$ cat src/rtl/ccff_chain_loader.sv
// rtl/ccff_chain_loader.sv - configuration-chain loader: flush, integrity probe, bitstream load
module ccff_chain_loader #(
   parameter int CHAIN_LEN = 8,
   parameter int WORD_W    = 8
) (
   input  logic              prog_clk,
   input  logic              pReset,
   input  logic              start,
   input  logic [WORD_W-1:0] cfg_data,
   input  logic              cfg_valid,
   output logic              cfg_ready,
   output logic              ccff_head,
   input  logic              ccff_tail,
   output logic              ccff_shift_en,
   output logic              busy,
   output logic              done,
   output logic              error
);
   localparam int CW = $clog2(CHAIN_LEN + 1);
   localparam int BW = $clog2(WORD_W + 1);
   localparam logic [CW-1:0] LEN     = CW'(CHAIN_LEN);
   localparam logic [CW-1:0] CNT_ONE = CW'(1);
   localparam logic [BW-1:0] BIT_ONE = BW'(1);

   typedef enum logic [2:0] {
      S_IDLE, S_FLUSH, S_PROBE, S_LOAD, S_DONE, S_ERR
   } state_t;

   state_t            state, state_nx;
   logic [CW-1:0]     cnt, cnt_nx, taken, taken_nx, cnt_inc, rem;
   logic [BW-1:0]     wbits, wbits_nx, usable;
   logic [WORD_W-1:0] wreg, wreg_nx;
   logic              ready_nx, head_nx, shift_nx, busy_nx, done_nx, error_nx;

   always_ff @(posedge prog_clk or posedge pReset) begin
      if (pReset) begin
         state         <= S_IDLE;
         cnt           <= '0;
         taken         <= '0;
         wbits         <= '0;
         wreg          <= '0;
         cfg_ready     <= 1'b0;
         ccff_head     <= 1'b0;
         ccff_shift_en <= 1'b0;
         busy          <= 1'b0;
         done          <= 1'b0;
         error         <= 1'b0;
      end else begin
         state         <= state_nx;
         cnt           <= cnt_nx;
         taken         <= taken_nx;
         wbits         <= wbits_nx;
         wreg          <= wreg_nx;
         cfg_ready     <= ready_nx;
         ccff_head     <= head_nx;
         ccff_shift_en <= shift_nx;
         busy          <= busy_nx;
         done          <= done_nx;
         error         <= error_nx;
      end
   end

   always_comb begin
      state_nx = state;
      cnt_nx   = cnt;
      taken_nx = taken;
      wbits_nx = wbits;
      wreg_nx  = wreg;
      ready_nx = cfg_ready;
      head_nx  = ccff_head;
      shift_nx = ccff_shift_en;
      busy_nx  = busy;
      done_nx  = done;
      error_nx = error;
      cnt_inc  = cnt + CNT_ONE;
      // Bits of the next word that still fit in the chain; the rest are dropped.
      rem      = LEN - taken;
      usable   = (32'(rem) >= 32'(WORD_W)) ? BW'(WORD_W) : BW'(rem);

      case (state)
         S_IDLE, S_DONE, S_ERR: begin
            if (start) begin
               state_nx = S_FLUSH;
               cnt_nx   = '0;
               taken_nx = '0;
               wbits_nx = '0;
               ready_nx = 1'b0;
               head_nx  = 1'b0;
               shift_nx = 1'b1;
               busy_nx  = 1'b1;
               done_nx  = 1'b0;
               error_nx = 1'b0;
            end
         end
         S_FLUSH: begin
            cnt_nx = cnt_inc;
            if (cnt_inc == LEN) begin
               state_nx = S_PROBE;
               cnt_nx   = '0;
               head_nx  = 1'b1;
            end
         end
         S_PROBE: begin
            // cnt = probe shifts already taken; tail now reflects shift number cnt.
            head_nx = 1'b0;
            if (cnt != '0 && ccff_tail != (cnt == LEN)) begin
               state_nx = S_ERR;
               shift_nx = 1'b0;
               busy_nx  = 1'b0;
               error_nx = 1'b1;
            end else if (cnt == LEN) begin
               state_nx = S_LOAD;
               cnt_nx   = '0;
               ready_nx = 1'b1;
            end else begin
               cnt_nx   = cnt_inc;
               shift_nx = (cnt_inc != LEN);
            end
         end
         S_LOAD: begin
            if (cfg_valid && cfg_ready) begin
               ready_nx = 1'b0;
               shift_nx = 1'b1;
               head_nx  = cfg_data[WORD_W-1];
               wreg_nx  = cfg_data << 1;
               wbits_nx = usable - BIT_ONE;
               taken_nx = taken + CW'(usable);
            end else if (ccff_shift_en) begin
               cnt_nx = cnt_inc;
               if (cnt_inc == LEN) begin
                  state_nx = S_DONE;
                  shift_nx = 1'b0;
                  head_nx  = 1'b0;
                  busy_nx  = 1'b0;
                  done_nx  = 1'b1;
               end else if (wbits != '0) begin
                  head_nx  = wreg[WORD_W-1];
                  wreg_nx  = wreg << 1;
                  wbits_nx = wbits - BIT_ONE;
               end else begin
                  shift_nx = 1'b0;
                  ready_nx = 1'b1;
               end
            end
         end
         default: state_nx = S_IDLE;
      endcase
   end
endmodule

$ cat config.mk
export PLATFORM = sky130hd
export DESIGN_NAME = ccff_chain_loader
export DESIGN_NICKNAME = d
export VERILOG_FILES = /design/src/rtl/ccff_chain_loader.sv
export SDC_FILE = /design/constraint.sdc
export NUM_CORES = 1
export LEC_CHECK = 0
export CAP_MARGIN = 20
export CORE_ASPECT_RATIO = 0.5
export CORE_MARGIN = 2
export CORE_UTILIZATION = 51
export CTS_CLUSTER_SIZE = 30
export DETAILED_ROUTE_END_ITERATION = 8
export GPL_TIMING_DRIVEN = 0
export PLACE_DENSITY = 0.75
export SYNTH_ARGS = -nofsm -noshare
export SYNTH_HDL_FRONTEND = slang
export SYNTH_SLANG_ARGS = --single-unit
export TNS_END_PERCENT = 5
$ cat constraint.sdc
create_clock -name prog_clk -period 1.8 [get_ports prog_clk]
set_clock_uncertainty 0.05 [all_clocks]
set_input_delay 0.36 -clock prog_clk [delete_from_list [all_inputs] [get_ports prog_clk]]
set_output_delay 0.36 -clock prog_clk [all_outputs]
set_load 0.01 [all_outputs]
# Word-level counts from Yosys, hierarchy flattened
# Cells that the tools add are included.
classes:
  add_sub_neg: 5
  magnitude_cmp: 1
  eq_ne: 26
  n_mux: 59
  reduce_logical: 23
op_table:
  columns: ["op", "n"]
  rows:
  - ["$mux W4", 12]
  - ["$mux W8", 4]
  - ["$mux W1", 26]
  - ["$mux W3", 7]
  - ["$reduce_and A5 Y1", 4]
  - ["$ne A2 B2 Y1 const B", 9]
  - ["$ne A3 B3 Y1 const B", 6]
  - ["$pmux W4 S2", 2]
  - ["$pmux W4 S4", 1]
  - ["$pmux W3 S4", 1]
  - ["$reduce_and A6 Y1", 2]
  - ["$reduce_bool A4 Y1", 3]
  - ["$pmux W1 S3", 3]
  - ["$reduce_and A3 Y1", 3]
  - ["$eq A4 B4 Y1 const B", 2]
  - ["$ne A4 B4 Y1 const B", 2]
  - ["$reduce_bool A2 Y1", 4]
  - ["$sub A4 B1 Y4 const B", 2]
  - ["$reduce_and A7 Y1", 1]
  - ["$eq A3 B2 Y1 const B", 2]
  - ["$eq A3 B3 Y1 const B", 2]
  - ["$add A4 B1 Y4 const B", 1]
  - ["$add A4 B4 Y4", 1]
  - ["$ge A4 B4 Y1 const B", 1]
  - ["11 further kinds", 13]
totals:
  reg_bits: 29
  input_bits: 13
  out_inout_bits: 6
  wordCells: 125

# Longest topological paths before layout
# Gate-level depths: netlist (run 1).
logic_depth:
  ltp_word: 6
  ltp_mapped: 10
  ltp_nobuf: 9

# Least setup slack after synthesis (run 1)
# Ideal clock, no wire load.
synth_path:
  path_type: "register -> register"
  start: "reg taken[1]"
  end: "reg taken[3]"
  setup_ps: 136
  t_arrival_ps: 1832
  required_ps: 1614
  path_slack_ps: -218
  stages_incl_launch_ff: 10
  n_path_buf: 0
  synth_period_minus_slack_ps: 2018
  cell_sequence: "dfrtp_1 inv_1 ha_1 and2_1 a21oi_1 o21ai_0 ha_1 a31oi_1 xor2_1 o21ai_0"
synth_between:
  elab_chain_cells: 6
synth_rtl:
  columns: ["element", "line", "text"]
  rows:
  - ["from (decl)", "30", "logic [CW-1:0] cnt, cnt_nx, taken, taken_nx, cnt_inc, rem;"]
  - ["from (signal assigned)", "51", "taken <= taken_nx;"]
  - ["$sub A4 B4 Y4", "77", "rem = LEN - taken;"]
  - ["$ge A4 B4 Y1", "78", "usable = (32'(rem) >= 32'(WORD_W)) ? BW'(WORD_W) : BW'(rem);"]
  - ["$mux W4", "78", null]
  - ["$add A4 B4 Y4 (*)", "127", "taken_nx = taken + CW'(usable);"]
  - ["$mux W4 (*)", "121", "if (cfg_valid && cfg_ready) begin"]
  - ["$pmux W4 S2 (*)", "80", "case (state)"]
# Every way passes the cells marked *; elsewhere a longest branch is shown, timed or not. The select of a mux whose other input is x is not followed.
# A chain may end at the register's enable or synchronous reset.

# Worst setup path in the final report (run 1)
# Ends and elaborated chain as after synthesis.

==> impl_metrics.env, run 1 <==
export IMPL_timing_rr_end="taken[3]$_DFFE_PP0P_"
export IMPL_cts_hold_buf=0
export IMPL_pre_cts_ws_ns=-0.6410
export IMPL_synth_ff_latch_count=28
export IMPL_hpwl_um=3201
export IMPL_die_y_um=47.92
export IMPL_clkTransAtPathRegs_ns=0.10
export IMPL_hold_violations=0
export IMPL_start_kind="register"
export IMPL_num_vias=1827
export IMPL_rows=15
export IMPL_hp_class="input pin to async pin"
export IMPL_critical_path_class="register to register"
export IMPL_area_delta_synth_final_pct=29.20
export IMPL_cp_end_kind="register"
export IMPL_drtAntennaViolNets=0
export IMPL_rsz0062_at_grt="true"
export IMPL_syn_nets=241
export IMPL_drt_iter0_drc=134
export IMPL_finish_net_count=277
export IMPL_post_drt_wl_per_cell_um=16.62
export IMPL_antenna_found_initial=0
export IMPL_violations="negative setup slack"
export IMPL_io_buffers=18
export IMPL_finalCritPeriodShare=1.122
export IMPL_clock_path_buffers=2
export IMPL_grt_pass1_wl_um=8280
export IMPL_tightest_slew_ns=0.4256
export IMPL_final_cell_area_um2=2541
export IMPL_setup_viol=14
export IMPL_gr_usage_all_layers=0.2442
export IMPL_power_ir_vdd_worst_mv=0.6999
export IMPL_ys_seq_area_frac=0.3562
export IMPL_ys_types=54
export IMPL_clock_sinks=28
export IMPL_status="finished, violations left"
export IMPL_grt_max_degree=24
export IMPL_yosys_warnings=0
export IMPL_initial_core_util=0.5516
export IMPL_synth_async_reset_ratio=1.000
export IMPL_fin_setup_tns_ns=-1.421
export IMPL_powerDensity_nw_per_um2=1542
export IMPL_crit_fanout=5
export IMPL_synth_avg_cell_area_um2=8.900
export IMPL_syn_area_um2=1967
export IMPL_routed_wirelength_um=5102
export IMPL_r2r_cells=9
export IMPL_pin_count=19
export IMPL_numCtsBuffers=3
export IMPL_core_area_um2=3566
export IMPL_drive_gt1_frac=0.2617
export IMPL_worst_ep_arrival_time_ns=2.15
export IMPL_final_max_slew_violation_count=0
export IMPL_fmax_mhz=495.2
export IMPL_r2r_start="taken[1]$_DFFE_PP0P_"
export IMPL_hold_ws_ns=0.2679
export IMPL_die_w_um=91.83
export IMPL_ff2ff_setup_slack_ns=-0.22
export IMPL_synth_top_flop_cell="dfrtp_1"
export IMPL_required_ns=1.93
export IMPL_dieArea_um2=4400
export IMPL_p_leak_nw=1.088
export IMPL_grt_pass1_vias=1724
export IMPL_min_period_ns=2.019
export IMPL_drt_pass1_iterations=4
export IMPL_synth_edf_count=0
export IMPL_cap_violations=0
export IMPL_worst_slack_ns=-0.2193
export IMPL_drc=0
export IMPL_htreeDepth=1
export IMPL_diodes=0
export IMPL_syn_inst=221
export IMPL_fin_util=0.7126
export IMPL_vias_per_cell=5.951
export IMPL_overflow=0
export IMPL_post_dp_cell_area_um2=2247
export IMPL_gp_congestion=0.8719
export IMPL_maxSlewHeadroom=0.7137
export IMPL_cts_root_buffer="clkbuf_8"
export IMPL_worstSkewPairLatency_ns=0.29
export IMPL_cts_tree="yes"
==> metal layers <==
metal | vias to the layer above | routed length (um) | GRT usage
met5 | - | 0 | 0
met2 | 51 | 2344 | 0.4324
met4 | 0 | 58 | 0.04776
li1 | 858 | - | -
met1 | 910 | 2457 | 0.3304
met3 | 8 | 242 | 0.04252
==> state kept, by name, summed over array words and instances, names as in the netlist <==
name and cells:
state 3, cnt 4, taken 4, busy 1, error 1, done 1
wreg 7, ccff_head 1, wbits 4, cfg_ready 1, ccff_shift_en 1
==> logic make-up after synthesis <==
family,count (synthesis),synth area share
adders and majority gates,7,0.04453
muxes,12,0.08269
DFF,28,0.3562
AOI/OAI and AO/OA,64,0.2296
and+or+nand+nor,87,0.2258
buffers and inverters,19,0.04326
xor gates and xnor gates,4,0.01781
==> worst max-delay path, stage by stage (launching register included) <==
cell and delay (ns):
dfrtp_2 0.46, inv_2 0.08, ha_4 0.17, and2_4 0.16, a21oi_4 0.12, o21ai_2 0.07
ha_1 0.32, a31oi_1 0.21, xor2_1 0.19, o21ai_1 0.08
==> through the flow <==
stage	instances	power, mW
2_1_floorplan	221	2.494
3_3_place_gp	290	2.888
3_5_place_dp	291	2.969
4_1_cts	307	3.749
5_1_grt	307	4.197
6_report	307	3.919
==> cell usage after synthesis, drive strengths merged (6+ instances only) <==
library cell / number / share of area
nor2: 15 / 0.030
a31oi: 7 / 0.022
inv: 10 / 0.019
ha: 7 / 0.045
mux2: 9 / 0.061
nand2b: 7 / 0.026
dfrtp: 28 / 0.36
nand3: 10 / 0.025
nand2: 33 / 0.063
o21ai: 19 / 0.056
buf: 6 / 0.018
a21oi: 12 / 0.032
==> cell type report <==
type,count,area [um^2]
tap,51,63.81
clock inverter,1,30.03
buffer,9,71.32
sequential,28,705.7
timing repair buffer,31,301.5
inverter,10,37.54
clock buffer,3,41.29
fill,269,1025
multi-input combinational,174,1290
==> cells in the final DEF, fill, tap and decap left out, types with 4 or more instances in the layout <==
cell	netlist	final
a31oi_1	7	7
mux2_4	5	6
buf_4	0	11
dfrtp_1	28	24
o21ai_0	15	12
a21oi_1	11	10
nand3_1	10	10
inv_1	10	9
buf_6	1	4
o211ai_1	4	4
nand2b_1	6	6
nor2_1	14	12
clkdlybuf4s50_1	0	18
nand2_1	33	32
dfrtp_2	0	4
o21ai_1	2	4
==> power by group <==
part           internal [mW]  switching [mW]  leakage, nW
Clock                  0.298           0.218       0.0357
Sequential             0.863           0.214        0.347
Combinational           1.09            1.24        0.706
==> how the worst max path moves through the flow <==
stage / from / endpoint / slack, ns / depth (start not counted)
global placement: cfg_valid / wbits[2]$_DFFE_PP0P_ / -0.56 / 11
global route: taken[1]$_DFFE_PP0P_ / taken[3]$_DFFE_PP0P_ / -0.26 / 9
CTS: cnt[0]$_DFFE_PP0P_ / wreg[3]$_DFFE_PP0P_ / -0.11 / 7
detailed placement: cfg_valid / wbits[2]$_DFFE_PP0P_ / -0.64 / 11
floorplan: taken[1]$_DFFE_PP0P_ / taken[3]$_DFFE_PP0P_ / -0.13 / 9
finish: taken[1]$_DFFE_PP0P_ / taken[3]$_DFFE_PP0P_ / -0.22 / 9
==> what timing repair did <==
action | in CTS | in global routing
gates cloned | 1 | 0
endpoints found under the setup margin | 26 | 24
resized for setup | 27 | 12
buffers inserted | 11 | 0
pin swaps | 9 | 7
(Power assumes the default switching activity.)
==> run 2: changes to the inputs <==
CORE_UTILIZATION = 40   (was 51)
GPL_ROUTABILITY_DRIVEN = 0   (was default)
PLACE_DENSITY = default   (was 0.75)
==> impl_metrics.env, run 2 (same netlist as run 1, synthesis figures left out) <==
export IMPL_final_max_slew_violation_count=0
export IMPL_cp_slowest_cell="dfrtp_1"
export IMPL_p_leak_nw=1.144
export IMPL_hpwl_um=3253
export IMPL_timing_rr_end="taken[3]$_DFFE_PP0P_"
export IMPL_cts_root_buffer="clkbuf_8"
export IMPL_rsz0062_at_grt="true"
export IMPL_crit_fanout=3
export IMPL_overflow=0
export IMPL_pin_count=19
export IMPL_htreeDepth=1
export IMPL_fill_cells=398
export IMPL_status="finished, violations left"
export IMPL_drive_gt1_frac=0.3182
export IMPL_final_common_cell="nand2_1"
export IMPL_mostFrequentLayoutCells="31 x nand2_1, 24 x dfrtp_1, 20 x buf_4"
export IMPL_regMostFlops="wreg"
export IMPL_required_ns=1.92
export IMPL_antenna_found_initial=0
export IMPL_r2r_start="taken[0]$_DFFE_PP0P_"
export IMPL_dieArea_um2=5528
export IMPL_clkTransAtPathRegs_ns=0.11
export IMPL_gr_usage_all_layers=0.1956
export IMPL_hp_class="input pin to async pin"
export IMPL_cp_end_kind="register"
export IMPL_path_buf_inv=1
export IMPL_worstSkewPairLatency_ns=0.28
export IMPL_drc=0
export IMPL_io_buffers=18
export IMPL_cap_violations=0
export IMPL_initial_core_util=0.4321
export IMPL_finish_net_count=285
export IMPL_drtAntennaViolNets=0
export IMPL_critical_path_class="register to register"
export IMPL_fmax_mhz=534.1
export IMPL_cts_tree="yes"
export IMPL_tightest_slew_ns=0.4044
export IMPL_ff2ff_setup_slack_ns=-0.07
export IMPL_routed_wirelength_um=4994
export IMPL_worst_ep_arrival_time_ns=1.99
export IMPL_cp_slowest_stage_delay_ns=0.41
export IMPL_die_w_um=103.2
export IMPL_drt_pass1_iterations=4
export IMPL_core_area_um2=4552
export IMPL_largest_reg_flops=7
export IMPL_worst_slack_ns=-0.07249
export IMPL_fin_util=0.5803
export IMPL_clock_sinks=28
export IMPL_grt_max_degree=22
export IMPL_post_drt_wl_per_cell_um=15.13
export IMPL_min_period_ns=1.872
export IMPL_setup_viol=12
export IMPL_finalCritPeriodShare=1.040
export IMPL_worstSetupStartpoint="taken[0]$_DFFE_PP0P_"
export IMPL_num_vias=1791
export IMPL_diodes=0
export IMPL_fin_setup_tns_ns=-0.6206
export IMPL_start_kind="register"
export IMPL_crit_path_frequent_cell="o21ai_1"
export IMPL_power_ir_vdd_worst_mv=0.5000
export IMPL_numCtsBuffers=3
export IMPL_cp_cell_sequence="inv_2 -> ha_4 -> and2_4 -> a21oi_2 -> o21ai_1 -> ha_1 -> a31oi_2 -> xor2_1 -> o21ai_1"
export IMPL_violations="negative setup slack"
export IMPL_path_delay_family="compound AO/OA/AOI/OAI gates"
export IMPL_rows=17
export IMPL_powerDensity_nw_per_um2=1511
export IMPL_vias_per_cell=5.427
export IMPL_hold_violations=0
export IMPL_register_area_um2=705.7
export IMPL_r2r_cells=9
export IMPL_grt_pass1_wl_um=8335
export IMPL_multiInputGateArea_um2=1321
export IMPL_area_delta_synth_final_pct=34.29
export IMPL_grt_pass1_vias=1745
export IMPL_die_y_um=53.59
export IMPL_clock_path_buffers=2
export IMPL_drt_iter0_drc=62
export IMPL_maxSlewHeadroom=0.7301
-- run 2: final cells by class --
| type | instances | share of cell area |
|---|---|---|
| Tap cell | 66 | 0.03126 |
| Multi-Input combinational cell | 174 | 0.5002 |
| Clock buffer | 3 | 0.01563 |
| Buffer | 8 | 0.02321 |
| Inverter | 10 | 0.01421 |
| Timing Repair Buffer | 40 | 0.1369 |
| Sequential cell | 28 | 0.2672 |
| Clock inverter | 1 | 0.01137 |
-- run 2: power breakdown --
group | switching (mW) | leakage (nW) | internal, mW
clock | 0.215 | 0.0357 | 0.298
sequential | 0.236 | 0.348 | 0.864
combinational | 1.20 | 0.761 | 1.18
-- run 2: metrics by stage --
step	power (mW)	hold slack (ns)	setup WS (ns)	instances	instance area [um^2]
after floorplan	2.494	0.3754	-0.1270	221	1976
after global placement	2.914	0.4379	-0.5813	305	2238
after detailed placement	2.962	0.4457	-0.5929	306	2266
after CTS	3.917	0.3262	-0.07361	329	2596
after global routing	4.293	0.3384	-0.2231	330	2641
final	3.992	0.2995	-0.07249	330	2641
-- run 2: what timing repair did --
action | 4_1_cts | 5_1_grt
gates cloned | 1 | 0
endpoints found under the setup margin | 27 | 25
pin swaps | 15 | 7
setup buffers | 19 | 1
hold buffers | 0 | 0
endpoints found under the hold margin | 0 | 0
gates resized for setup | 35 | 12
-- run 2: how the worst max path moves through the flow --
stage / endpoint / slack (ns) / depth (start not counted)
final: taken[3]$_DFFE_PP0P_ / -0.07 / 9
after global routing: taken[3]$_DFFE_PP0P_ / -0.22 / 9
after CTS: taken[3]$_DFFE_PP0P_ / -0.07 / 9
after global placement: wbits[2]$_DFFE_PP0P_ / -0.58 / 11
after detailed placement: wbits[2]$_DFFE_PP0P_ / -0.59 / 11
after floorplan: taken[3]$_DFFE_PP0P_ / -0.13 / 9
-- run 2: per-layer routing --
layer / GRT usage / part of all wire / vias to the layer above
met5: 0 / 0 / -
met4: 0.03070 / 0.0074 / 0
met3: 0.03247 / 0.060 / 4
met2: 0.3366 / 0.46 / 48
met1: 0.2684 / 0.47 / 863
li1: - / - / 876
==> run 3: changes to the inputs <==
ABC_AREA = 0   (was default)
==> results of run 3 <==
Same layout as run 2: the final DEF is identical, and so are final timing and power.
==> variant (flow settings as in run 2) <==
Change the parameter `CHAIN_LEN` from 8 to 4.
--- a/src/rtl/ccff_chain_loader.sv
+++ b/src/rtl/ccff_chain_loader.sv
@@ -1,5 +1,5 @@
 // rtl/ccff_chain_loader.sv - configuration-chain loader: flush, integrity probe, bitstream load
 module ccff_chain_loader #(
-   parameter int CHAIN_LEN = 8,
+   parameter int CHAIN_LEN = 4,
    parameter int WORD_W    = 8
 ) (
Check against the original RTL: not equivalent (a bounded check fails within 10 cycles, from zero or initial values and one cycle with pReset high).
==> variant against run 2 <==
  * The flow still finishes with violations (negative setup slack)
  * First-iteration DRC count rose by 32%
  * Critical endpoint is now wreg[4]$_DFFE_PP0P_
  * Area after synthesis is 17% lower
  * Total power up 0.19%
  * Highest routed layer unchanged
  * Clock power decreased by 4%
  * Wire length fell by 14%
  * Final area is 15% lower
  * Via count fell by 15%
  * Setup slack got worse by 0.0023 ns
  * Sequential cell count down 4
==> variant: results (changes against run 2) <==
dpl hpwl 2880 µm (was 3250 µm); status finished, violations left (unchanged); Max clock buf depth 2 (unchanged); violated checks negative setup slack (unchanged); htree depth 1 (unchanged); Crit path max-delay family flip-flops (was compound AO/OA/AOI/OAI gates); # diodes 0 (unchanged); total track usage 19.8% (was 19.6%); met1 WL 2160 µm (was 2370 µm); Static Leak 0.962 nW (was 1.14 nW); Worst path slowest cell dfrtp_2 (was dfrtp_1); Crit path largest cell delay 0.45 ns (was 0.41 ns); Peak VDD IR 0.485 mV (was 0.500 mV); Synth Net Count 202 (was 241); setup TNS -0.400 ns (was -0.621 ns); Worst Hold Class input pin to async pin (unchanged); met2 wire len 1910 µm (was 2280 µm); Top Metal Used met4 (unchanged); sequential-to-total area share from yosys stat 36.8% (was 35.6%); largest net degree at the start of global routing 25 (was 22); DRT Pass-1 Iters 5 (was 4); final setup vio count 6 (was 12); Async SR Flop Fraction 100% (unchanged); nets@finish 234 (was 285); largest cells by area after synthesis dfrtp_1, nand2_1, mux2_2 (was dfrtp_1, nand2_1, ha_1); initial antenna violation count 0 (unchanged); Post-synth top cells nand2_1, dfrtp_1, a21oi_1, o21ai_0, nor2_1 (was nand2_1, dfrtp_1, o21ai_0); Largest regs wreg: 7 flops, wbits: 4 flops; met3 WL post-DR 186 µm (was 300 µm); clock-pin slew on the worst setup and hold paths 0.09 ns (was 0.11 ns); critical path fanouts, max 5 (was 3); GR Layer Usage met1 29.3% (was 26.8%); vias per inst 5.62 (was 5.43); CTS Buf Count 3 (unchanged); number of distinct library cells after synthesis 52 (was 54); worst skew pair latency 0.28 ns (about the same); Critical Path AT 2.00 ns; Root Driver clkbuf_8 (unchanged); met3 usage 5.10% (was 3.25%); global-route wire length before repair 7130 µm (was 8340 µm); Routed WL 4300 µm (was 4990 µm); share of cells above drive strength 1 23.1% (was 31.8%); worst slew pin tran 0.436 ns (was 0.404 ns); top_reg_cell synth dfrtp_1 (unchanged); vias in the first global route 1415 (was 1745); Synth Warn # 0 (unchanged); fill cell count 357 (was 398); PnR worst setup slack -0.0748 ns (was -0.0725 ns); Port-buffer cells 18 (unchanged); initial DRC count 82 (was 62); met2 Usage GRT 28.6% (was 33.7%)
variant: cell count changes after synthesis, moves of 3 or more:
cell | run 2 | this run
nand3_1 | 10 | 6
nor2_1 | 14 | 7
nand2_1 | 33 | 29
nand3b_1 | 0 | 3
inv_1 | 10 | 6
o21ai_0 | 15 | 9
a31oi_1 | 7 | 4
mux2_4 | 5 | 0
dfrtp_1 | 28 | 24
ha_1 | 7 | 4
o31ai_1 | 4 | 1
variant: path summary, 6_finish.rpt:
check	end	slack, ns	cells past startpoint	from
max	wreg[4]$_DFFE_PP0P_	-0.07	6	cnt[0]$_DFFE_PP0P_
min	wreg[4]$_DFFE_PP0P_	0.20	2	pReset
max reg2reg	wreg[4]$_DFFE_PP0P_	-0.07	6	cnt[0]$_DFFE_PP0P_
min reg2reg	wreg[1]$_DFFE_PP0P_	0.44	1	wreg[1]$_DFFE_PP0P_
max in group asynchronous	cnt[0]$_DFFE_PP0P_	1.14	3	pReset
min in group prog_clk	wreg[1]$_DFFE_PP0P_	0.44	1	wreg[1]$_DFFE_PP0P_
variant: where the power goes:
part / total, mW / switching, mW / internal (mW)
logic: 2.52 / 1.28 / 1.24
clock network: 0.494 / 0.195 / 0.298
registers: 0.985 / 0.207 / 0.777
total: 4.00 / 1.68 / 2.32
variant: layout make-up:
cell class / instances / area [µm²] / share of cell area, %
Timing Repair Buffer: 29 / 312 / 13.9
Tap cell: 54 / 67.6 / 3.02
Inverter: 6 / 22.5 / 1.01
Sequential cell: 24 / 603 / 27.0
Clock buffer: 3 / 41.3 / 1.85
Buffer: 9 / 75.1 / 3.36
Clock inverter: 1 / 30.0 / 1.34
Multi-Input combinational cell: 144 / 1080 / 48.5
variant: logic make-up after synthesis:
| kind of cell | count (synthesis) | share of synthesized area (%) |
|---|---|---|
| AOI/OAI and AO/OA | 54 | 23.8 |
| xor gates and xnor gates | 1 | 0.998 |
| adders and majority gates | 4 | 3.07 |
| buffers and inverters | 17 | 4.91 |
| DFF | 24 | 36.8 |
| muxes | 8 | 5.37 |
| and+or+nand+nor | 77 | 25.0 |
variant: per-stage QoR:
| stage | std cells | hold WS [ns] | cell area (µm²) | worst slack, ns | util (%) |
|---|---|---|---|---|---|
| floorplan | 185 | 0.325 | 1650 | -0.0158 | - |
| global placement | 257 | 0.412 | 1900 | -0.598 | 48.6 |
| detailed placement | 257 | 0.420 | 1900 | -0.671 | 48.6 |
| CTS | 266 | 0.441 | 2100 | -0.0284 | 53.8 |
| global route | 270 | 0.217 | 2230 | -0.122 | 57.2 |
| finish | 270 | 0.204 | 2230 | -0.0748 | 57.2 |
variant: repair_timing:
item / in CTS / in global routing
buffers inserted: 6 / 3
endpoints found under the hold margin: 0 / 0
cloned: 0 / 1
hold buffers: 0 / 0
endpoints found under the setup margin: 14 / 14
resized for setup: 16 / 20
pin swaps: 5 / 5
